===== src/rtl/ws2812_pkg.sv =====
// Shared constants and types for the WS2812 APB LED-chain driver.
package ws2812_pkg;

    localparam int OFF_CTRL  = 'h00;
    localparam int OFF_INDEX = 'h04;
    localparam int OFF_DATA  = 'h08;
    localparam int OFF_COUNT = 'h0C;

    localparam int CTRL_START    = 0;
    localparam int CTRL_CLR_DONE = 1;
    localparam int STAT_DONE     = 1;
    localparam int STAT_BUSY     = 2;

    typedef enum logic [1:0] {ST_IDLE, ST_LOAD, ST_SEND, ST_LATCH} tx_state_e;
    typedef enum logic [1:0] {BT_IDLE, BT_HIGH, BT_LOW} bit_state_e;

    // Bits needed to count 0..n-1, never less than one.
    function automatic int cnt_w(input int n);
        return (n <= 2) ? 1 : $clog2(n);
    endfunction

endpackage


===== src/rtl/ws2812_bit_tx.sv =====
// Serialises one 24-bit GRB word MSB first with WS2812 high/low timing.
module ws2812_bit_tx
    import ws2812_pkg::*;
#(
    parameter int T0H_CYC = 24,
    parameter int T1H_CYC = 48,
    parameter int BIT_CYC = 75
) (
    input  logic        clk_i,
    input  logic        resetn_i,
    input  logic        load_i,
    input  logic [23:0] word_i,
    output logic        ready_o,
    output logic        led_o
);

    localparam int BW = cnt_w(BIT_CYC);
    localparam logic [BW-1:0] T0_LAST  = BW'(T0H_CYC - 1);
    localparam logic [BW-1:0] T1_LAST  = BW'(T1H_CYC - 1);
    localparam logic [BW-1:0] BIT_LAST = BW'(BIT_CYC - 1);

    bit_state_e    state_q, state_d;
    logic [BW-1:0] cnt_q, cnt_d;
    logic [23:0]   sh_q, sh_d;
    logic [4:0]    bit_q, bit_d;
    logic          hi_end, bit_end;

    assign hi_end  = cnt_q == (sh_q[23] ? T1_LAST : T0_LAST);
    assign bit_end = cnt_q == BIT_LAST;
    // Ready in the final cycle of the last bit lets the next word start with no gap.
    assign ready_o = (state_q == BT_IDLE) || (state_q == BT_LOW && bit_end && bit_q == 5'd0);

    always_ff @(posedge clk_i or negedge resetn_i) begin
        if (!resetn_i) begin
            state_q <= BT_IDLE;
            cnt_q   <= '0;
            sh_q    <= '0;
            bit_q   <= '0;
            led_o   <= 1'b0;
        end else begin
            state_q <= state_d;
            cnt_q   <= cnt_d;
            sh_q    <= sh_d;
            bit_q   <= bit_d;
            led_o   <= (state_d == BT_HIGH);
        end
    end

    always_comb begin
        state_d = state_q;
        cnt_d   = cnt_q;
        sh_d    = sh_q;
        bit_d   = bit_q;
        case (state_q)
            BT_HIGH: begin
                cnt_d = cnt_q + BW'(1);
                if (hi_end) state_d = BT_LOW;
            end
            BT_LOW: begin
                cnt_d = cnt_q + BW'(1);
                if (bit_end) begin
                    if (bit_q != 5'd0) begin
                        sh_d    = {sh_q[22:0], 1'b0};
                        bit_d   = bit_q - 5'd1;
                        cnt_d   = '0;
                        state_d = BT_HIGH;
                    end else begin
                        state_d = BT_IDLE;
                    end
                end
            end
            default: ;
        endcase
        if (load_i && ready_o) begin
            sh_d    = word_i;
            bit_d   = 5'd23;
            cnt_d   = '0;
            state_d = BT_HIGH;
        end
    end

endmodule


===== src/rtl/ws2812_apb_driver.sv =====
// APB-programmed WS2812 strip driver: register file, pixel RAM, frame sequencer and latch.
module ws2812_apb_driver
    import ws2812_pkg::*;
#(
    parameter int NUM_LEDS  = 16,
    parameter int ADDR_W    = 6,
    parameter int T0H_CYC   = 24,
    parameter int T1H_CYC   = 48,
    parameter int BIT_CYC   = 75,
    parameter int RESET_CYC = 3000
) (
    input  logic              clk_i,
    input  logic              resetn_i,
    output logic              led_ctl_o,
    input  logic              apb_psel_i,
    input  logic              apb_penable_i,
    input  logic              apb_pwrite_i,
    input  logic [ADDR_W-1:0] apb_paddr_i,
    input  logic [31:0]       apb_pwdata_i,
    output logic [31:0]       apb_prdata_o,
    output logic              apb_pready_o,
    output logic              apb_pslverr_o
);

    localparam int IDX_W = cnt_w(NUM_LEDS);
    localparam int CNT_W = cnt_w(NUM_LEDS + 1);
    localparam int RST_W = cnt_w(RESET_CYC);

    logic [23:0]       ram [NUM_LEDS];
    logic              pready_q;
    logic [IDX_W-1:0]  index_q, pixel_q, pixel_d, pix_nxt;
    logic [CNT_W-1:0]  count_q;
    logic [RST_W-1:0]  lat_q, lat_d;
    logic              done_q, done_set;
    tx_state_e         state_q, state_d;
    logic [ADDR_W-3:0] waddr;
    logic              sel_ctrl, sel_index, sel_data, sel_count;
    logic              fire, wr_ok, err, busy, start_fire;
    logic [31:0]       rdata;
    logic              tx_load, tx_ready;
    logic [23:0]       tx_word;
    logic [1:0]        unused_paddr;

    assign unused_paddr = apb_paddr_i[1:0];
    assign waddr     = apb_paddr_i[ADDR_W-1:2];
    assign sel_ctrl  = waddr == (ADDR_W-2)'(OFF_CTRL / 4);
    assign sel_index = waddr == (ADDR_W-2)'(OFF_INDEX / 4);
    assign sel_data  = waddr == (ADDR_W-2)'(OFF_DATA / 4);
    assign sel_count = waddr == (ADDR_W-2)'(OFF_COUNT / 4);

    // Second access cycle: response is presented and side effects commit here.
    assign fire       = apb_psel_i & apb_penable_i & pready_q;
    assign wr_ok      = fire & apb_pwrite_i & ~err;
    assign busy       = state_q != ST_IDLE;
    assign start_fire = wr_ok & sel_ctrl & apb_pwdata_i[CTRL_START];
    assign pix_nxt    = pixel_q + IDX_W'(1);

    assign apb_pready_o  = pready_q;
    assign apb_pslverr_o = fire & err;
    assign apb_prdata_o  = (fire && !apb_pwrite_i && !err) ? rdata : 32'd0;

    always_comb begin
        rdata = '0;
        err   = 1'b0;
        if (sel_ctrl) begin
            rdata[STAT_DONE] = done_q;
            rdata[STAT_BUSY] = busy;
        end else if (sel_index) begin
            rdata = 32'(index_q);
            err   = apb_pwrite_i && (apb_pwdata_i >= 32'(NUM_LEDS));
        end else if (sel_data) begin
            rdata = {8'h00, ram[index_q]};
            err   = apb_pwrite_i && busy;
        end else if (sel_count) begin
            rdata = 32'(count_q);
            err   = apb_pwrite_i && (busy || apb_pwdata_i > 32'(NUM_LEDS));
        end else begin
            err   = 1'b1;
        end
    end

    always_ff @(posedge clk_i or negedge resetn_i) begin
        if (!resetn_i) begin
            pready_q <= 1'b0;
            index_q  <= '0;
            count_q  <= CNT_W'(NUM_LEDS);
            done_q   <= 1'b0;
        end else begin
            pready_q <= apb_psel_i & apb_penable_i & ~pready_q;
            if (wr_ok && sel_index)
                index_q <= apb_pwdata_i[IDX_W-1:0];
            else if (wr_ok && sel_data)
                index_q <= (index_q == IDX_W'(NUM_LEDS - 1)) ? '0 : index_q + IDX_W'(1);
            if (wr_ok && sel_count)
                count_q <= apb_pwdata_i[CNT_W-1:0];
            if (done_set)
                done_q <= 1'b1;
            else if (wr_ok && sel_ctrl && apb_pwdata_i[CTRL_CLR_DONE])
                done_q <= 1'b0;
        end
    end

    always_ff @(posedge clk_i) begin
        if (wr_ok && sel_data) ram[index_q] <= apb_pwdata_i[23:0];
    end

    always_ff @(posedge clk_i or negedge resetn_i) begin
        if (!resetn_i) begin
            state_q <= ST_IDLE;
            pixel_q <= '0;
            lat_q   <= '0;
        end else begin
            state_q <= state_d;
            pixel_q <= pixel_d;
            lat_q   <= lat_d;
        end
    end

    always_comb begin
        state_d  = state_q;
        pixel_d  = pixel_q;
        lat_d    = lat_q;
        tx_load  = 1'b0;
        tx_word  = ram[pixel_q];
        done_set = 1'b0;
        case (state_q)
            ST_IDLE: begin
                if (start_fire) begin
                    pixel_d = '0;
                    lat_d   = '0;
                    state_d = (count_q == '0) ? ST_LATCH : ST_LOAD;
                end
            end
            ST_LOAD: begin
                tx_load = 1'b1;
                state_d = ST_SEND;
            end
            ST_SEND: begin
                if (tx_ready) begin
                    if (CNT_W'(pixel_q) + CNT_W'(1) < count_q) begin
                        tx_load = 1'b1;
                        tx_word = ram[pix_nxt];
                        pixel_d = pix_nxt;
                    end else begin
                        lat_d   = '0;
                        state_d = ST_LATCH;
                    end
                end
            end
            ST_LATCH: begin
                lat_d = lat_q + RST_W'(1);
                if (lat_q == RST_W'(RESET_CYC - 1)) begin
                    done_set = 1'b1;
                    state_d  = ST_IDLE;
                end
            end
            default: state_d = ST_IDLE;
        endcase
    end

    ws2812_bit_tx #(
        .T0H_CYC (T0H_CYC),
        .T1H_CYC (T1H_CYC),
        .BIT_CYC (BIT_CYC)
    ) u_bit_tx (
        .clk_i    (clk_i),
        .resetn_i (resetn_i),
        .load_i   (tx_load),
        .word_i   (tx_word),
        .ready_o  (tx_ready),
        .led_o    (led_ctl_o)
    );

endmodule


===== config.mk =====
export PLATFORM = sky130hd
export DESIGN_NAME = ws2812_apb_driver
export DESIGN_NICKNAME = d
export VERILOG_FILES = /design/src/rtl/ws2812_pkg.sv /design/src/rtl/ws2812_bit_tx.sv /design/src/rtl/ws2812_apb_driver.sv
export SDC_FILE = /design/constraint.sdc
export NUM_CORES = 1
export LEC_CHECK = 0
export CAP_MARGIN = 20
export CORE_AREA = 2 2 177 266
export DETAILED_ROUTE_END_ITERATION = 10
export DIE_AREA = 0 0 179 268
export GPL_TIMING_DRIVEN = 0
export PLACE_DENSITY = 0.72
export SYNTH_ARGS = -nofsm -noshare
export SYNTH_HDL_FRONTEND = slang
export SYNTH_SLANG_ARGS = --single-unit

===== constraint.sdc =====
create_clock -name clk_i -period 7.63 [get_ports clk_i]
set_input_delay 0.763 -clock clk_i [delete_from_list [all_inputs] [get_ports clk_i]]
set_output_delay 0.763 -clock clk_i [all_outputs]
set_load 0.02 [all_outputs]

==> results.json <==
{
  "cts_buffers": 45,
  "worst_ep_required_time_ns": 6.87,
  "total_leakage_power_nw": 9.345,
  "post-route-worst-setup-slack_ns": 2.400,
  "worstSkewPairLatency_ns": 0.58,
  "cts_max_path_buffers": 3,
  "drive_above_1_share": 0.3126,
  "syn_inst": 1462,
  "grt_first_pass_wirelength_mm": 109.1,
  "final.period_utilization": 0.6855,
  "grt_antenna_before_repair": 1,
  "effective_utilization_at_floorplan": 0.5480,
  "outcome": "complete, no violations",
  "gr-usage-met2": 0.5332,
  "synth_cell_types": 63,
  "mappedNetlistArea_um2": 24950,
  "syn-mean-instance-area_um2": 17.06,
  "area_taken_by_multi_input_logic_gates_um2": 11090,
  "final.setup_skew_ns": 0.01656,
  "finalWirelength_mm": 76.02,
  "timing.final.hold_violations": 0,
  "buffer_ports.inserted": 67,
  "vias_per_cell": 7.363,
  "htreeDepth": 2,
  "floorplan.die_area_um2": 47970,
  "post_cts_gate_resize_count": 0,
  "fin_tns_setup_ns": 0,
  "p_per_area_nw_per_um2": 177.3,
  "fp-row-count": 96,
  "yosys_most_used_dff": "edfxtp_1",
  "cp_slowest_stage_delay_ns": 0.94,
  "clk_root_buffer_cell": "clkbuf_16",
  "worst_setup_path_end_kind": "output port",
  "grtUsageMet3": 0.06183,
  "setup-violations-final": 0,
  "timing.critical_path.depth": 7,
  "dp_worst_setup_slack_ns": 2.788,
  "tritoncts_clock_tree": "done",
  "ordered_list_of_cells_on_the_worst_path": "buf_2 > clkbuf_1 > clkbuf_1 > mux4_2 > mux4_2 > and3_1 > clkdlybuf4s50_1",
  "worstPathArrival_ns": 4.47,
  "grt-ovfl-total": 0,
  "endpoint_of_the_worst_slack_reg_to_reg_timing_path": "u_bit_tx.sh_q[14]",
  "critPathMaxFanout": 10,
  "io_pins": 78,
  "final_nets": 1665,
  "vias": 16391,
  "grt_util_met1": 0.4054,
  "synth_enable_flop_cells": 384,
  "busiest_layer": "met2",
  "setup.worst_path.start_class": "flop",
  "grt_start_max_net_pins": 49,
  "drt_iter0_drc": 2059,
  "core_region_area_um2": 45520,
  "final_max_slew_viol_count": 0,
  "detail_route.wl_per_cell_um": 34.15,
  "maxCapViolations": 0,
  "cts_hold_bufs": 0,
  "worst_slew_pin_slew_ns": 1.237,
  "min_period_ns": 5.230,
  "crit-reg2reg-launch": "pixel_q[1]",
  "r2r_setup_slack_ns": 3.03,
  "n_antenna_cell": 0,
  "critical_path_buf_inv_count": 4,
  "hp-class": "in2async",
  "async_reset_ff_frac": 0.1504,
  "timing_worst_setup_path_type": "reg2out",
  "worstSetupEndpoint": "apb_prdata_o[20]",
  "synth-seq-cells": 452,
  "slowest_stage": "clkbuf_1",
  "seq_area_um2": 13230,
  "globalRouteTotalUtil": 0.3243,
  "worst-r2r-cell-count": 12,
  "fmax_mhz": 191.2,
  "die-height_um": 268,
  "drt_pass1_iterations": 8,
  "utilization": 0.6191,
  "tritoncts_num_sinks": 452,
  "yosysWarningCount": 0,
  "synthToLayoutAreaGrowth_pct": 12.98,
  "seq_area_frac_synth": 0.5305,
  "timing.critical_path.from": "index_q[1]",
  "ant_nets": 0,
  "hold_slack_ns": 0.09117,
  "fill_cells": 3219,
  "vias_in_the_first_global_route": 16480,
  "slew_headroom": 0.1756,
  "rsz0062_at_grt": "no",
  "post_cts.repair.setup_buffers": 0,
  "die_x_um": 179,
  "globalplace.congestion": 0.8671,
  "dp_hpwl_mm": 51.23,
  "ir_drop_mv": 0.1858,
  "remaining_drc_errors": 0,
  "clkTransAtPathRegs_ns": 0.07,
  "worst_path_dominant_cell_family": "buffers and inverters"
}
-- layer usage --
metal  wire length, um  up-vias
met5                13        -
met4              4815        2
met3              7883      267
met2             37740     1214
met1             25570     8463
li1                  -     6445
-- cell families (layout without fill, tap and decap cells) --
kind of cell / count (synthesis) / in the layout / share of synthesized area
compound gates: 154 / 154 / 0.04228
xor+xnor: 11 / 11 / 0.004163
fa+ha+maj: 20 / 20 / 0.01003
buf+inv: 147 / 316 / 0.02673
flops: 452 / 452 / 0.5305
mux: 444 / 444 / 0.3373
other cells: 1 / 8 / 0.0001503
simple gates: 233 / 233 / 0.04885
-- through the flow --
| step | cell area [um^2] | total power, mW | instances |
|---|---|---|---|
| 6_report | 28180 | 4.998 | 2226 |
| 2_1_floorplan | 24970 | 2.763 | 1469 |
| 3_3_place_gp | 26380 | 2.831 | 2124 |
| 4_1_cts | 28150 | 4.994 | 2224 |
| 3_5_place_dp | 26730 | 2.836 | 2141 |
| 5_1_grt | 28180 | 5.090 | 2226 |
-- synth_stat cells (24+ instances only) --
| master | count | area (um^2) |
|---|---|---|
| edfxtp_1 | 384 | 11530 |
| mux4_2 | 314 | 7072 |
| mux2i_1 | 98 | 980.9 |
| dfrtp_1 | 67 | 1677 |
| nor2_1 | 58 | 217.7 |
| buf_2 | 53 | 265.3 |
| clkbuf_1 | 53 | 198.9 |
| a22oi_1 | 49 | 367.9 |
| nand2_1 | 49 | 183.9 |
| a21oi_1 | 37 | 185.2 |
| mux2_2 | 30 | 337.8 |
| and3_1 | 27 | 168.9 |
| and2_1 | 24 | 150.1 |
-- placed cells by master, fill, tap and decap left out, types with 13 or more instances in the layout --
cell type,n
edfxtp_1,384
mux2i_1,98
and3_1,27
nand2_1,49
dfrtp_1,67
mux2_2,30
clkbuf_1,71
nor2_1,58
ha_1,20
a22oi_1,49
o21ai_0,13
nand3_1,16
and2_2,16
clkbuf_16,47
inv_1,21
a21oi_1,37
mux4_2,314
clkdlybuf4s50_1,66
buf_2,53
-- worst reg2reg max path, delay by kind of cell (launching register included) --
| kind | cells | cell delay [ns] |
|---|---|---|
| flip-flops | 1 | 0.36 |
| XOR/XNOR | 1 | 0.77 |
| adder cells (fa/ha/maj) | 1 | 0.30 |
| buffers and inverters | 5 | 2.00 |
| AND/OR/NAND/NOR | 3 | 0.30 |
| AO/OA/AOI/OAI | 2 | 0.71 |
-- layout make-up --
cell class                      instances  area share
Buffer                                125     0.02073
Clock buffer                           66     0.04462
Clock inverter                         17    0.005860
Inverter                               22    0.002930
Multi-Input combinational cell        870      0.3935
Sequential cell                       452      0.4696
Tap cell                              588     0.02610
Timing Repair Buffer                   86     0.03667
-- how the worst min path moves through the flow --
stage,from,cells past startpoint,to
floorplan,lat_q[9],1,lat_q[9]
global placement,apb_pready_o,1,apb_pready_o
detailed placement,lat_q[9],1,lat_q[9]
CTS,resetn_i,1,index_q[2]
global route,resetn_i,1,index_q[2]
finish,resetn_i,1,index_q[3]
-- registers in the layout (all words and copies together) (netlist names), 4 cells and up --
register / flops
count_q: 5
ram: 384
index_q: 4
u_bit_tx.sh_q: 24
u_bit_tx.bit_q: 5
u_bit_tx.cnt_q: 7
pixel_q: 4
lat_q: 12
-- report_power, final --
group	internal [mW]	switching (mW)
Sequential	2.68	0.000473
Combinational	0.0370	0.0672
Clock	1.25	0.965
Total	3.96	1.03
No activity file was read; power rests on OpenSTA's default activity.
